## src/rtl/seq_muldiv.sv

```systemverilog
// seq_muldiv: sequential sign-magnitude multiply/divide engine.
// Handles one request at a time. Multiply uses shift-add and divide uses
// restoring division, one bit per clock. It returns the signed result and
// the updated flags word over a valid/ready response port.
//
// Handshake rules (both ports): a transfer happens on a rising Clock edge
// where valid and ready are both high. The producer holds its payload stable
// while valid is high and ready is low. Ready does not depend on valid.
// InReady is high only in IDLE and only while ResetN is high.
// OutValid is high only in DONE.
module seq_muldiv #(
  parameter int l = 16
) (
  input  logic         Clock,
  input  logic         ResetN,
  input  logic         InValid,
  output logic         InReady,
  input  logic         Operation,
  input  logic [l-1:0] A,
  input  logic [l-1:0] B,
  input  logic [l-1:0] FlagsIn,
  output logic         OutValid,
  input  logic         OutReady,
  output logic [l-1:0] R,
  output logic [l-1:0] FlagsOut,
  output logic [1:0]   DebugState
);

  localparam int lv = l - 1;
  localparam int cw = $clog2(l);

  // Flag bit positions within the flags word
  localparam int DivisionHasRemainderIdx   = 0;
  localparam int DivisionByZeroIdx         = 1;
  localparam int MultiplicationOverflowIdx = 2;

  localparam logic [cw-1:0] LastCount = cw'(lv);

  typedef enum logic [1:0] {
    IDLE = 2'd0,
    RUN  = 2'd1,
    DONE = 2'd2
  } state_t;

  state_t state, stateNext;

  // Operation context captured when a request is accepted
  logic          opMul;
  logic          sign;
  logic [lv:0]   operand;   // divisor magnitude (divide) or multiplicand magnitude (multiply)
  logic [lv:0]   flagsCap;
  logic [cw-1:0] count;

  // Shared 2l-bit working register.
  // Divide:   {partial remainder, dividend bits shifting out / quotient bits shifting in}
  // Multiply: {running product high half, product low bits / multiplier bits shifting out}
  logic [2*l-1:0] acc;

  logic        accept;
  logic [lv:0] absA, absB;
  logic        divByZero;
  logic [lv:0] dbzFlags;

  logic [l:0]     shifted, diff, sum;
  logic           qBit;
  logic [2*l-1:0] accStep;

  logic [lv:0] mag, rem, resSigned, flagsDone;
  logic        hasRem, ovf;

  assign InReady    = ResetN && (state == IDLE);
  assign OutValid   = (state == DONE);
  assign DebugState = state;
  assign accept     = InValid && InReady;

  // Magnitudes of the request operands; the most negative value maps onto itself
  always_comb begin
    absA      = A[lv] ? (~A + 1'b1) : A;
    absB      = B[lv] ? (~B + 1'b1) : B;
    divByZero = !Operation && (absB == '0);
    dbzFlags  = FlagsIn;
    dbzFlags[DivisionByZeroIdx]       = 1'b1;
    dbzFlags[DivisionHasRemainderIdx] = 1'b0;
  end

  // Next state: a zero-divisor divide skips the iteration phase
  always_comb begin
    stateNext = state;
    case (state)
      IDLE: begin
        if (accept) begin
          stateNext = divByZero ? DONE : RUN;
        end
      end
      RUN: begin
        if (count == LastCount) begin
          stateNext = DONE;
        end
      end
      DONE: begin
        if (OutReady) begin
          stateNext = IDLE;
        end
      end
      default: stateNext = IDLE;
    endcase
  end

  // One iteration step: a restoring-divide bit or a shift-add multiply bit
  always_comb begin
    shifted = {acc[2*l-1:l], acc[lv]};
    diff    = shifted - {1'b0, operand};
    qBit    = ~diff[l];
    sum     = {1'b0, acc[2*l-1:l]} + (acc[0] ? {1'b0, operand} : '0);
    accStep = acc;
    if (opMul) begin
      accStep = {sum, acc[lv:1]};
    end else begin
      accStep = {(qBit ? diff[lv:0] : shifted[lv:0]), acc[l-2:0], qBit};
    end
  end

  // Result and flags produced from the final step, applied on the last RUN edge
  always_comb begin
    mag       = accStep[lv:0];
    rem       = accStep[2*l-1:l];
    hasRem    = |rem;
    ovf       = |accStep[2*l-1:lv];
    resSigned = sign ? (~mag + 1'b1) : mag;
    flagsDone = flagsCap;
    if (opMul) begin
      flagsDone[MultiplicationOverflowIdx] = ovf;
    end else begin
      flagsDone[DivisionHasRemainderIdx] = hasRem;
      flagsDone[DivisionByZeroIdx]       = 1'b0;
    end
  end

  // State register
  always_ff @(posedge Clock) begin
    if (!ResetN) begin
      state <= IDLE;
    end else begin
      state <= stateNext;
    end
  end

  // Capture, iteration and result registers
  always_ff @(posedge Clock) begin
    if (!ResetN) begin
      count    <= '0;
      R        <= '0;
      FlagsOut <= '0;
      opMul    <= 1'b0;
      sign     <= 1'b0;
      operand  <= '0;
      flagsCap <= '0;
      acc      <= '0;
    end else begin
      case (state)
        IDLE: begin
          if (accept) begin
            opMul    <= Operation;
            sign     <= A[lv] ^ B[lv];
            flagsCap <= FlagsIn;
            count    <= '0;
            if (Operation) begin
              operand <= absA;
              acc     <= {{l{1'b0}}, absB};
            end else begin
              operand <= absB;
              acc     <= {{l{1'b0}}, absA};
            end
            if (divByZero) begin
              R        <= '0;
              FlagsOut <= dbzFlags;
            end
          end
        end
        RUN: begin
          acc   <= accStep;
          count <= count + 1'b1;
          if (count == LastCount) begin
            R        <= resSigned;
            FlagsOut <= flagsDone;
          end
        end
        default: begin
          // DONE holds R and FlagsOut until the response handshake
        end
      endcase
    end
  end

endmodule

```

## config.mk

```make
export PLATFORM = sky130hd
export DESIGN_NAME = seq_muldiv
export DESIGN_NICKNAME = d
export VERILOG_FILES = /design/src/rtl/seq_muldiv.sv
export SDC_FILE = /design/constraint.sdc
export NUM_CORES = 1
export LEC_CHECK = 0
export CAP_MARGIN = 10
export CORE_MARGIN = 3
export CORE_UTILIZATION = 48
export CTS_BUF_LIST = sky130_fd_sc_hd__clkbuf_8
export DETAILED_ROUTE_END_ITERATION = 10
export GPL_TIMING_DRIVEN = 0
export PLACE_DENSITY = 0.69
export SLEW_MARGIN = 20
export SYNTH_ARGS = -nofsm -noshare
export SYNTH_HDL_FRONTEND = slang
export SYNTH_SLANG_ARGS = --single-unit
export TNS_END_PERCENT = 1
```

## constraint.sdc

```tcl
create_clock -name Clock -period 3.6 [get_ports Clock]
set_input_delay 0.54 -clock Clock [delete_from_list [all_inputs] [get_ports Clock]]
set_output_delay 0.54 -clock Clock [all_outputs]
set_load 0.005 [all_outputs]
```

* Word-level counts from Yosys, hierarchy flattened
Index checks and enable logic that the tools add are counted.
** Storage, ports and cells
- Register bits after elaboration :: 104
- Input port bits :: 53
- Output and inout bits :: 36
- Logic and storage cells :: 67
** Operators by class
- Add/subtract/negate cells :: 6
- Eq/ne operators :: 7
- Muxes and demuxes :: 27
- Bitwise gates (word level) :: 5
- Reductions and logical operators :: 13
** Operators by type and width (number)
- 16-bit 2-to-1 mux :: 13
- 32-bit 2-to-1 mux :: 2
- 16-bit case mux with 2 select lines :: 2
- 32-bit case mux with 2 select lines :: 1
- 16-bit by 1-bit adder with 16-bit output (second input constant) :: 3
- 16-bit inverter :: 3
- 16-bit by 16-bit adder with 17-bit output :: 1
- 17-bit OR reduction :: 1
- 17-bit by 16-bit subtractor with 17-bit output :: 1
- 16-bit zero test :: 1
- 16-bit OR reduction :: 1
- 2-bit 2-to-1 mux :: 5
- 4-bit case mux with 2 select lines :: 1
- 2-bit inequality test (second input constant) :: 3
- 2-bit case mux with 3 select lines :: 1
- 4-bit by 1-bit adder with 4-bit output (second input constant) :: 1
- 4-bit == test (second input constant) :: 1
- 4-bit 2-to-1 mux :: 1
- 2-bit AND reduction :: 2
- 4-bit AND reduction :: 1
- 1-bit logical AND :: 3
- 3-bit AND reduction :: 1
- 2-bit by 1-bit == test with 1-bit output (second input constant) :: 1
- 2-bit == test (second input constant) :: 1
- other kinds (7) :: 7

* Logic depth before layout (Yosys ltp)
Gate-level depths: netlist (run 1).
- Word-level depth :: 8
- Mapped depth :: 18
- Gate-level depth less buffers :: 17

* Least setup slack after synthesis (run 1)
No wires, ideal clock.
- Kind :: reg-to-reg
- Start point :: reg acc[15]
- End point :: reg FlagsOut[2]
- Library setup time :: 0.122 ns
- Data arrival time :: 3.229 ns
- Data required time :: 3.478 ns
- Path slack :: 0.249 ns
- Stages on the path, launching flop included :: 14
- Buffers on the path :: 0
- Clock period less this slack :: 3.351 ns
- Cell sequence :: dfxtp_1 inv_1 ha_1 fa_1 nor2b_1 o211ai_2 a2111oi_4 nor3_1 nor2_1 mux2_2 o32ai_1 and4_1 and4b_1 a21oi_1
** On the way
- Word-level cells in the longest chain between the ends :: 7
** RTL lines
- start: declaration :: RTL line 57 : logic [2*l-1:0] acc;
- start signal: assignment :: RTL line 169 : acc <= {{l{1'b0}}, absB};
- start signal: assignment :: RTL line 172 : acc <= {{l{1'b0}}, absA};
- start signal: assignment :: RTL line 181 : acc <= accStep;
- 17-bit by 16-bit subtractor with 17-bit output :: RTL line 112 : diff = shifted - {1'b0, operand};
- 16-bit 2-to-1 mux * :: RTL line 119 : accStep = {(qBit ? diff[lv:0] : shifted[lv:0]), acc[l-2:0], qBit};
- 32-bit 2-to-1 mux * :: RTL line 116 : if (opMul) begin
- 17-bit OR reduction * :: RTL line 128 : ovf = |accStep[2*l-1:lv];
- 1-bit 2-to-1 mux * :: RTL line 131 : if (opMul) begin
- 16-bit 2-to-1 mux * :: RTL line 183 : if (count == LastCount) begin
- 16-bit case mux with 2 select lines * :: RTL line 160 : case (state)
- end signal: assignment :: RTL line 176 : FlagsOut <= dbzFlags;
- end signal: assignment :: RTL line 185 : FlagsOut <= flagsDone;
- end: declaration :: RTL line 25 : output logic [l-1:0] FlagsOut,
Mark *: on every way between the ends. The rest lies on a longest branch, timed or not. The select of a mux whose other input is x is not followed.
A chain may end at the register's enable or synchronous reset.

* Worst setup path in the final report (run 1)
- Start point :: reg operand[1]
- End point :: reg FlagsOut[2]
** On the way
- Word-level cells in the longest chain between the ends :: 7
- Elaborated cells between the ends (all ways) :: 9
- Classes of those cells :: 2 x add/sub; 6 x mux; 1 x reduce/logical
** RTL lines
- start: declaration :: RTL line 50 : logic [lv:0] operand;
- start signal: assignment :: RTL line 168 : operand <= absA;
- start signal: assignment :: RTL line 171 : operand <= absB;
- 17-bit by 16-bit subtractor with 17-bit output / 16-bit 2-to-1 mux (equally long branches) :: RTL line 112, 114
- 16-bit 2-to-1 mux / 16-bit by 16-bit adder with 17-bit output (equally long branches) :: RTL line 119, 114
- 32-bit 2-to-1 mux * :: RTL line 116
- 17-bit OR reduction * :: RTL line 128
- 1-bit 2-to-1 mux * :: RTL line 131
- 16-bit 2-to-1 mux * :: RTL line 183
- 16-bit case mux with 2 select lines * :: RTL line 160
Marks and branches as above.

==> results of run 1 <==
## path summary, 6_finish.rpt
path                                    from      endpoint  slack (ps)  cells after the start
worst min-delay path            flagsCap[12]  flagsCap[12]         460                      2
worst min register to register  flagsCap[12]  flagsCap[12]         460                      2
worst max-delay path              operand[1]   FlagsOut[2]           9                     12
worst max register to register    operand[1]   FlagsOut[2]           9                     12
## power breakdown
part           internal [W]  leakage, nW  total, W  switching, W
sequential          0.00121        0.847   0.00129     0.0000748
combinational      0.000913         2.64   0.00220       0.00129
clock              0.000268       0.0998  0.000729      0.000461
total               0.00239         3.59   0.00422       0.00182
## registers in the layout, indices dropped and copies added, names as in the netlist
register,flops
R,16
operand,16
flagsCap,16
sign,1
DebugState,2
FlagsOut,16
count,4
acc,32
opMul,1
## cells in the mapped netlist, drive strengths merged (4+ instances only)
cell	count
a21oi	83
o2111ai	5
o21ai	55
and2	20
inv	36
clkbuf	45
a211o	4
o31ai	11
or2	7
nor2b	7
and4	4
xor2	21
a21o	14
mux2	13
xnor2	33
and3	9
nand2b	18
a311oi	13
a221oi	6
mux2i	15
o21a	11
a211oi	8
nor2	78
or3	8
nand4	8
ha	36
nor3	16
nor4	9
buf	16
a22oi	8
a31oi	12
dfxtp	104
o211ai	19
nand2	159
a22o	8
nand3	55
o41ai	6
## layer usage
metal	up-vias	wire, um	share of wire [%]	GRT usage (%)
li1	3914	-	-	-
met1	3840	11300	43	37.7
met2	311	12000	46	47.3
met3	87	1540	5.9	4.66
met4	0	1270	4.9	15.3
met5	-	0	0	0
## through the flow
step	power [W]	util [%]	instance area, um^2	setup TNS, ps
CTS	0.00398	59.2	9100	0
global route	0.00442	60.4	9290	-1050
finish	0.00422	60.4	9290	0
global placement	0.00312	57.1	8780	-18170
detailed placement	0.00312	57.1	8780	-18810
floorplan	0.00256	-	7640	0
## kinds of logic (layout without fill, tap and decap cells)
family	after synthesis	in the layout	synth area share (%)
mux	28	28	3.88
buf+inv	98	214	5.14
xor+xnor	54	54	6.19
compound gates	290	290	25.7
simple gates	411	411	25.4
fa+ha+maj	38	38	6.42
flops	104	104	27.2
## tightest hold or removal path, cell delays in order, from the launching register on
cell and delay [ps]:
dfxtp_1 320, nand3_1 60, nand2_1 40
## final cells by class
class,instances,area [um^2],share of cell area [%]
Clock inverter,7,61.3,0.660
Clock buffer,9,124,1.33
Sequential cell,104,2090,22.5
Inverter,37,139,1.50
Timing Repair Buffer,102,988,10.6
Multi-Input combinational cell,821,5360,57.7
Tap cell,211,264,2.84
Buffer,59,264,2.84
## repair_timing
| action | in CTS | in global routing |
|---|---|---|
| buffers inserted | 9 | 6 |
| pin swaps | 8 | 12 |
| gates resized for setup | 24 | 35 |
| setup endpoints to repair | 37 | 33 |
==> results.toml, run 1 <==
[synthesis]
synth_fp_nets = 1114
synth-seq-cells = 104
syn_avg_cell_area_um2 = 7.47
syn_area_um2 = 7640
ys.flop_type = "dfxtp_1"
synth.distinct_cells = 77
synth_edf_count = 0
ys_async_sr_fraction_pct = 0
seq_area_frac_synth_pct = 27.2
synth_area_leaders = "dfxtp_1 27%, nand2_1 7.8%, ha_1 5.9%, a21oi_1 5.4%, nor2_1 3.8%"
netlist.area_leader.share_pct = 27.2
synthCells = 1023
synth_top_area_cell = "dfxtp_1"
yosysWarnings = 0

[sta]
setup_viol = 0
relSlewSlack_pct = 39.7
worst_pin_slew_ps = 898
rsz0062_at_grt = "true"
min_period_over_period_pct = 99.8
hold_viol = 0
worst_slack_ps = 8.58
slew_viol_final = 0
fin_hold_ws_ps = 462
clock_skew_ps = 13.2
max_freq_ghz = 0.278
finalCriticalPeriod_ps = 3590

[route]
wl_um = 26100
route.detailed.drc = 0
drtPass1Iterations = 6
via_per_inst = 6.04
wire_per_inst_um = 19.3
drt_iter0_markers = 762
ant_nets = 0
vias = 8152

[cts]
cts-root-buf = "clkbuf_8"
clock_sinks = 104
clk_pin_slew_ps = 110
cts_max_level = 3
cts_tree = "done"
clockBufferDepth = 2
numCtsBuffers = 9
postCtsHoldBufs = 0
clock_latency_ps = 400

[global_route]
grt_overflow = 0
antenna_found_initial = 0
grt_pass1_wl_um = 41000
grt_pass1_vias = 7596
grt_max_degree = 20
grt_use_total_pct = 29.3

[power]
power_per_cell_area_nw_per_um2 = 454
power.leakage_nw = 3.59
ir_worst_vdd_mv = 0.202

[run_status]
status = "complete, no violations"

[floorplan]
design.core.area_um2 = 15400
dieWidth_um = 132
rows = 45
ioPinCount = 89
initial_core_util_pct = 49.7
die-area_um2 = 17500
die_y_um = 132

[worst_setup_path]
crit_path_start_kind = "flip-flop"
worst_ep_required_time_ps = 3900
worstPathMaxFanout = 4
crit_chain = "inv_1, ha_1, nor2b_1, o2111ai_1, a2111oi_1, nor4_1, o21a_1, o311a_1, nor4_2, and4_1, and4b_1, a21oi_1"
worstPathArrival_ps = 3890
path_delay_family = "compound AO/OA/AOI/OAI gates"
end_kind = "flip-flop"
crit_slowest_cell = "a2111oi_1"
critPathKind = "reg2reg"
cp_num_buf_inv = 1
slowest_delay_ps = 740

[hold_path]
hold_class = "reg2reg"

[job]
max_cap_violations = 0

[placed_design]
dp_slack_ps = -780
io_buffers = 87
dp_hpwl_um = 20300
gp_congestion = 0.991
dp_cells = 1321

[cells_and_area]
mostFrequentLayoutCells = "157 x nand2_1, 101 x dfxtp_1, 85 x clkdlybuf4s50_1"
drive_gt1_share_pct = 9.31
syn2layout_area_growth_pct = 21.5
final_common_cell = "nand2_1"
stdcell_count = 1350
n_fill_cell = 1480
insertedDiodeCount = 0
nets = 1225
Note: power is estimated with default switching activity, not from simulation.
==> inputs of run 2 (changes only) <==
Settings changed: CAP_MARGIN 10 to 5, HOLD_SLACK_MARGIN set to 0.06.
==> results of run 2 <==
Final layout, timing and power as in run 1 (identical DEF).
